### src/rtl/jt89_pkg.sv
// Shared encodings, widths and helpers for the JT89 register interface.
package jt89_pkg;

  localparam int unsigned TONE_W       = 10;
  localparam int unsigned VOL_W        = 4;
  localparam int unsigned CTRL_W       = 3;
  localparam int unsigned CNT_W        = 5;
  localparam int unsigned READY_CYCLES = 32;

  localparam logic        TYPE_TONE  = 1'b0;
  localparam logic        TYPE_VOL   = 1'b1;
  localparam logic [1:0]  NOISE_CH   = 2'd3;
  localparam logic [VOL_W-1:0] VOL_SILENT = 4'hF;

  typedef enum logic {RDY_IDLE, RDY_BUSY} rdy_state_e;

  // Latch bytes load the low nibble of a tone period, data bytes the upper six bits.
  function automatic logic [TONE_W-1:0] tone_next(input logic [TONE_W-1:0] cur,
                                                  input logic [5:0]        d,
                                                  input logic              is_latch);
    tone_next = is_latch ? {cur[9:4], d[3:0]} : {d[5:0], cur[3:0]};
  endfunction

endpackage

### src/rtl/jt89_reg_if_if.sv
// CPU write bus of the JT89 PSG: chip select, write strobe, data and READY.
interface jt89_reg_if_if;
  logic       cs_n;
  logic       wr_n;
  logic [7:0] din;
  logic       ready;

  modport master (output cs_n, output wr_n, output din, input ready);
  modport slave  (input cs_n, input wr_n, input din, output ready);
endinterface

### src/rtl/jt89_ready_cnt.sv
// READY wait-state emulation: holds ready low for READY_CYCLES clk_en ticks after each accepted write.
module jt89_ready_cnt
  import jt89_pkg::*;
(
  input  logic clk,
  input  logic rst,
  input  logic clk_en,
  input  logic start,
  output logic ready
);

  rdy_state_e       state, state_n;
  logic [CNT_W-1:0] cnt, cnt_n;

  always_ff @(posedge clk) begin
    if (rst) begin
      state <= RDY_IDLE;
      cnt   <= '0;
      ready <= 1'b1;
    end else begin
      state <= state_n;
      cnt   <= cnt_n;
      ready <= (state_n == RDY_IDLE);
    end
  end

  always_comb begin
    state_n = state;
    cnt_n   = cnt;
    case (state)
      RDY_IDLE: begin
        if (start) begin
          state_n = RDY_BUSY;
          cnt_n   = CNT_W'(READY_CYCLES - 1);
        end
      end
      default: begin
        // The tick that sees zero is the last of the busy window.
        if (clk_en) begin
          if (cnt == '0) state_n = RDY_IDLE;
          else           cnt_n   = cnt - CNT_W'(1);
        end
      end
    endcase
  end

endmodule

### src/rtl/jt89_reg_if.sv
// SN76489-style latch/data write decoder feeding the JT89 tone and noise generators.
// Optional READY wait-state emulation is built when JT89_READY_EN is defined.
module jt89_reg_if
  import jt89_pkg::*;
(
  input  logic              clk,
  input  logic              rst,
  input  logic              clk_en,
  jt89_reg_if_if.slave      bus,
  output logic [TONE_W-1:0] tone0,
  output logic [TONE_W-1:0] tone1,
  output logic [TONE_W-1:0] tone2,
  output logic [VOL_W-1:0]  vol0,
  output logic [VOL_W-1:0]  vol1,
  output logic [VOL_W-1:0]  vol2,
  output logic [VOL_W-1:0]  vol3,
  output logic [CTRL_W-1:0] ctrl3,
  output logic              noise_rst
);

  logic       act_q;
  logic [2:0] latch_q;
  logic       wr_act_c, wr_edge_c, accept_c, ready_c;
  logic       is_latch_c, typ_c, noise_hit_c;
  logic [1:0] ch_c;

  assign wr_act_c  = ~bus.cs_n & ~bus.wr_n;
  assign wr_edge_c = wr_act_c & ~act_q;

`ifdef JT89_READY_EN
  jt89_ready_cnt u_ready_cnt (
    .clk    (clk),
    .rst    (rst),
    .clk_en (clk_en),
    .start  (accept_c),
    .ready  (ready_c)
  );
  assign accept_c = wr_edge_c & ready_c;
`else
  assign ready_c  = 1'b1;
  assign accept_c = wr_edge_c;
`endif

  assign bus.ready = ready_c;

  // Latch bytes address themselves; data bytes target the last latched register.
  assign is_latch_c  = bus.din[7];
  assign ch_c        = is_latch_c ? bus.din[6:5] : latch_q[2:1];
  assign typ_c       = is_latch_c ? bus.din[4]   : latch_q[0];
  assign noise_hit_c = accept_c & (typ_c == TYPE_TONE) & (ch_c == NOISE_CH);

  always_ff @(posedge clk) begin
    if (rst) begin
      act_q     <= 1'b1;
      latch_q   <= '0;
      tone0     <= '0;
      tone1     <= '0;
      tone2     <= '0;
      vol0      <= VOL_SILENT;
      vol1      <= VOL_SILENT;
      vol2      <= VOL_SILENT;
      vol3      <= VOL_SILENT;
      ctrl3     <= '0;
      noise_rst <= 1'b0;
    end else begin
      act_q <= wr_act_c;
      if (accept_c) begin
        if (is_latch_c) latch_q <= bus.din[6:4];
        if (typ_c == TYPE_VOL) begin
          case (ch_c)
            2'd0:    vol0 <= bus.din[3:0];
            2'd1:    vol1 <= bus.din[3:0];
            2'd2:    vol2 <= bus.din[3:0];
            default: vol3 <= bus.din[3:0];
          endcase
        end else begin
          case (ch_c)
            2'd0:    tone0 <= tone_next(tone0, bus.din[5:0], is_latch_c);
            2'd1:    tone1 <= tone_next(tone1, bus.din[5:0], is_latch_c);
            2'd2:    tone2 <= tone_next(tone2, bus.din[5:0], is_latch_c);
            default: ctrl3 <= bus.din[2:0];
          endcase
        end
      end
      // A fresh noise write wins over the clk_en that would otherwise end the pulse.
      if (noise_hit_c)  noise_rst <= 1'b1;
      else if (clk_en)  noise_rst <= 1'b0;
    end
  end

endmodule

### src/flat_wrapper.sv
// flat-port wrapper written by rule: the top's interface ports become plain ports
module jt89_reg_if_flat import jt89_pkg::*;
  (clk, rst, clk_en, tone0, tone1, tone2, vol0, vol1, vol2, vol3, ctrl3, noise_rst, bus_cs_n, bus_wr_n, bus_din, bus_ready);
  jt89_reg_if_if bus_i ();
  input  logic clk;
  input  logic rst;
  input  logic clk_en;
  output logic [TONE_W-1:0] tone0;
  output logic [TONE_W-1:0] tone1;
  output logic [TONE_W-1:0] tone2;
  output logic [VOL_W-1:0] vol0;
  output logic [VOL_W-1:0] vol1;
  output logic [VOL_W-1:0] vol2;
  output logic [VOL_W-1:0] vol3;
  output logic [CTRL_W-1:0] ctrl3;
  output logic noise_rst;
  input wire logic [$bits(bus_i.cs_n)-1:0] bus_cs_n;
  input wire logic [$bits(bus_i.wr_n)-1:0] bus_wr_n;
  input wire logic [$bits(bus_i.din)-1:0] bus_din;
  output wire logic [$bits(bus_i.ready)-1:0] bus_ready;
  assign bus_i.cs_n = bus_cs_n;
  assign bus_i.wr_n = bus_wr_n;
  assign bus_i.din = bus_din;
  assign bus_ready = bus_i.ready;
  jt89_reg_if u_core (.clk(clk), .rst(rst), .clk_en(clk_en), .bus(bus_i), .tone0(tone0), .tone1(tone1), .tone2(tone2), .vol0(vol0), .vol1(vol1), .vol2(vol2), .vol3(vol3), .ctrl3(ctrl3), .noise_rst(noise_rst));
endmodule
### config.mk
export PLATFORM = sky130hd
export DESIGN_NAME = jt89_reg_if_flat
export DESIGN_NICKNAME = d
export VERILOG_FILES = /design/src/rtl/jt89_pkg.sv /design/src/rtl/jt89_reg_if_if.sv /design/src/rtl/jt89_ready_cnt.sv /design/src/rtl/jt89_reg_if.sv /design/src/flat_wrapper.sv
export SDC_FILE = /design/constraint.sdc
export NUM_CORES = 1
export LEC_CHECK = 0
export BUFFER_PORTS_ARGS = -buffer_cell sky130_fd_sc_hd__buf_2
export CAP_MARGIN = 10
export CORE_ASPECT_RATIO = 0.7
export CORE_UTILIZATION = 45
export DETAILED_ROUTE_END_ITERATION = 7
export PLACE_DENSITY_LB_ADDON = 0.1
export SETUP_SLACK_MARGIN = 0.2
export SYNTH_ARGS = -nofsm -noshare
export SYNTH_HDL_FRONTEND = slang
export SYNTH_SLANG_ARGS = --single-unit
### constraint.sdc
create_clock -name clk -period 2.7 [get_ports clk]
set_clock_uncertainty 0.2 [all_clocks]
set_input_delay 0.135 -clock clk [delete_from_list [all_inputs] [get_ports clk]]
set_output_delay 0.135 -clock clk [all_outputs]
set_load 0.005 [all_outputs]
==> flow_summary_export.csv <==
group,metric,value,unit
drt,routed_wl,5020,um
timing,setup_viol,0,
clock_network,clkTransAtPathRegs,100,ps
critical_path,worst_ep_required_time,2680,ps
die,die_x,86.3,um
place,dpl.cell_count,331,
flow_run,cap_violations,0,
logic_synthesis,syn_avg_cell_area,10.8,um2
layout,fillerInstances,438,
drt,drtPass1Iterations,4,
layout,fin_nets,292,
drt,viasPerCell,4.92,
clock_network,htree_num_levels,2,
timing,drv_slew,0,
global_route,grt_pass1_vias,1537,
clock_network,postCtsSetupRepairBufs,0,
layout,diodes,0,
global_route,grt_pass1_wl,7690,um
logic_synthesis,synth-seq-area-share,0.483,
clock_network,insertion_delay,300,ps
timing,fin_crit,1930,ps
critical_path,crit_type,"input pin to flip-flop",
critical_path,worst-r2r-setup-slack,920,ps
layout,area_growth,26.8,%
layout,multiInputGateArea,0.00111,mm2
die,core_area,0.00478,mm2
logic_synthesis,yosys_warnings,0,
layout,layout.cells.non_filler,349,
drt,vias,1716,
timing,fin_crit_sh,0.714,
die,start_util,0.468,
die,pin_count,64,
critical_path,rr_endpoint,"u_core.tone1[6]",
critical_path,timing.rr.start,"u_core.act_q",
logic_synthesis,syn-num-nets,221,
critical_path,start_kind,"input pin",
timing,tns,0,ps
global_route,grt_max_degree,35,
logic_synthesis,netlist_area,0.00224,mm2
drt,avgRoutedWirePerCell,14.4,um
min_path,hold_end,"u_core.latch_q[2]",
clock_network,cts_buffers,5,
min_path,hold_depth,4,
clock_network,clock_sinks,54,
min_path,hp-start,"bus_wr_n",
critical_path,reg2reg_depth,3,
critical_path,critPathArrivalTime,1910,ps
place,port_buffers,62,
global_route,antenna_found_initial,0,
power_and_ir_drop,power.total,0.00155,W
power_and_ir_drop,irDropWorstVdd,0.308,mV
clock_network,clockRootBuffer,"clkbuf_8",
timing,hold_violations,0,
critical_path,cp-end-kind,"flip-flop",
clock_network,clockBufferDepth,2,
logic_synthesis,netlist_instances,208,
logic_synthesis,yosys.cell_types.count,25,
global_route,grt-ovfl-total,0,
timing,worst_slew_pin_slew,651,ps
logic_synthesis,ys_seq_elements,54,
drt,dr.first_iter.drc_count,89,
clock_network,cts_tree,"done",
drt,ant_nets,0,
die,rows,21,
place,place.gp.congestion,0.721,
global_route,groute.usage.overall,0.197,
min_path,min_path_type,"input pin to flip-flop",
outcome,status,"completed",
drt,drc,0,
timing,rsz0062_at_grt,"false",
layout,post-route-util,0.594,
die,die_h,61.0,um
place,hpwl,3450,um
layout,drive_gt1_frac,0.286,
timing,relSlewSlack,0.564,
critical_path,cp_max_fo,8,
die,die_area,0.00526,mm2
power_and_ir_drop,power_density,544,mW/mm2
timing,fmax,519,MHz
layout,regArea,0.00108,mm2
power_and_ir_drop,p_leak,1.32,nW
==> layer usage <==
| metal | vias to the layer above | share of wire | global-route usage |
|---|---|---|---|
| met2 | 44 | 0.44 | 0.294 |
| met1 | 827 | 0.51 | 0.292 |
| met4 | 0 | 0.0044 | 0.0500 |
| met3 | 2 | 0.041 | 0.0416 |
| li1 | 843 | - | - |
| met5 | - | 0 | 0 |
==> Yosys cell counts <==
master     n  share of area
a21oi_1    1         0.0022
clkbuf_1   8          0.013
nand3_1    7          0.016
buf_4      1         0.0034
nand2b_1  40           0.11
buf_6      1         0.0050
a211o_1    1         0.0039
o21bai_1   1         0.0034
nor3b_1    2         0.0067
nor3_2     1         0.0045
nand3b_1   2         0.0067
conb_1     1         0.0017
mux2_2     1         0.0050
nor4b_2    1         0.0067
o211ai_1   1         0.0034
or3_1      1         0.0028
mux2i_2    1         0.0061
and3b_1    1         0.0039
or3b_4     1         0.0050
mux2i_1   52           0.23
nor3_1     1         0.0022
a211oi_4   3          0.027
nor2_1    23          0.039
and3_1     2         0.0056
dfxtp_1   54           0.48
==> registers in the layout (all words and copies together) (netlist names) <==
name / cells
u_core.tone2: 10
u_core.act_q: 1
u_core.latch_q: 3
u_core.noise_rst: 1
u_core.vol2: 4
u_core.tone0: 10
u_core.vol3: 4
u_core.vol0: 4
u_core.vol1: 4
u_core.tone1: 10
u_core.ctrl3: 3
==> power by group <==
part | switching, W | total, W | internal (W)
clock network | 0.000271 | 0.000643 | 0.000372
logic | 0.0000538 | 0.0000974 | 0.0000437
registers | 0.00000400 | 0.000805 | 0.000801
total | 0.000329 | 0.00155 | 0.00122
==> worst max-delay path by stage <==
stage            startpoint         endpoint  slack [ps]  cells after the start
2_1_floorplan  u_core.act_q   u_core.vol0[0]        1090                      3
3_3_place_gp     bus_din[7]  u_core.tone2[4]         870                      4
3_5_place_dp     bus_din[7]  u_core.tone2[6]         850                      4
4_1_cts          bus_din[5]  u_core.tone2[6]         770                      5
5_1_grt            bus_cs_n  u_core.tone1[9]         620                      5
6_report         bus_din[5]  u_core.tone2[6]         770                      5
==> logic make-up after synthesis <==
| kind of cell | count (synthesis) | share of synthesized area |
|---|---|---|
| simple gates | 82 | 0.210 |
| other cells | 1 | 0.00168 |
| compound gates | 7 | 0.0397 |
| flops | 54 | 0.483 |
| mux | 54 | 0.244 |
| buf+inv | 10 | 0.0218 |
==> metrics by stage <==
step                cell area [um2]  setup slack [ps]  hold slack, ps
global route                   2840               624            95.0
finish                         2840               773            75.9
CTS                            2840               767            70.1
detailed placement             2600               854             186
global placement               2600               873             194
floorplan                      2240              1090            25.5
==> what timing repair did <==
item	in CTS	in global routing
hold buffers	10	0
resized for setup	0	0
hold endpoints to repair	21	0
==> worst max-delay path, cell delays in order <==
cell	delay [ps]
dlygate4sd3_1	540
buf_2	150
mux2i_2	490
nand3_1	390
mux2i_1	200
==> placed cells by master (no fill, tap or decap), drive strengths merged, types with 3 or more instances in the layout <==
cell type     n
a211oi        3
buf          64
clkbuf        5
dfxtp        54
dlygate4sd3  10
mux2i        53
nand2b       40
nand3         7
nor2         23
==> layout make-up <==
type / instances / area share
flip-flops and latches: 54 / 0.381
multi-input cells: 144 / 0.390
clock buffers: 5 / 0.0242
clock inverters: 3 / 0.0242
well taps: 69 / 0.0304
repair buffers: 74 / 0.150
Power figures use the tool's default switching activity.
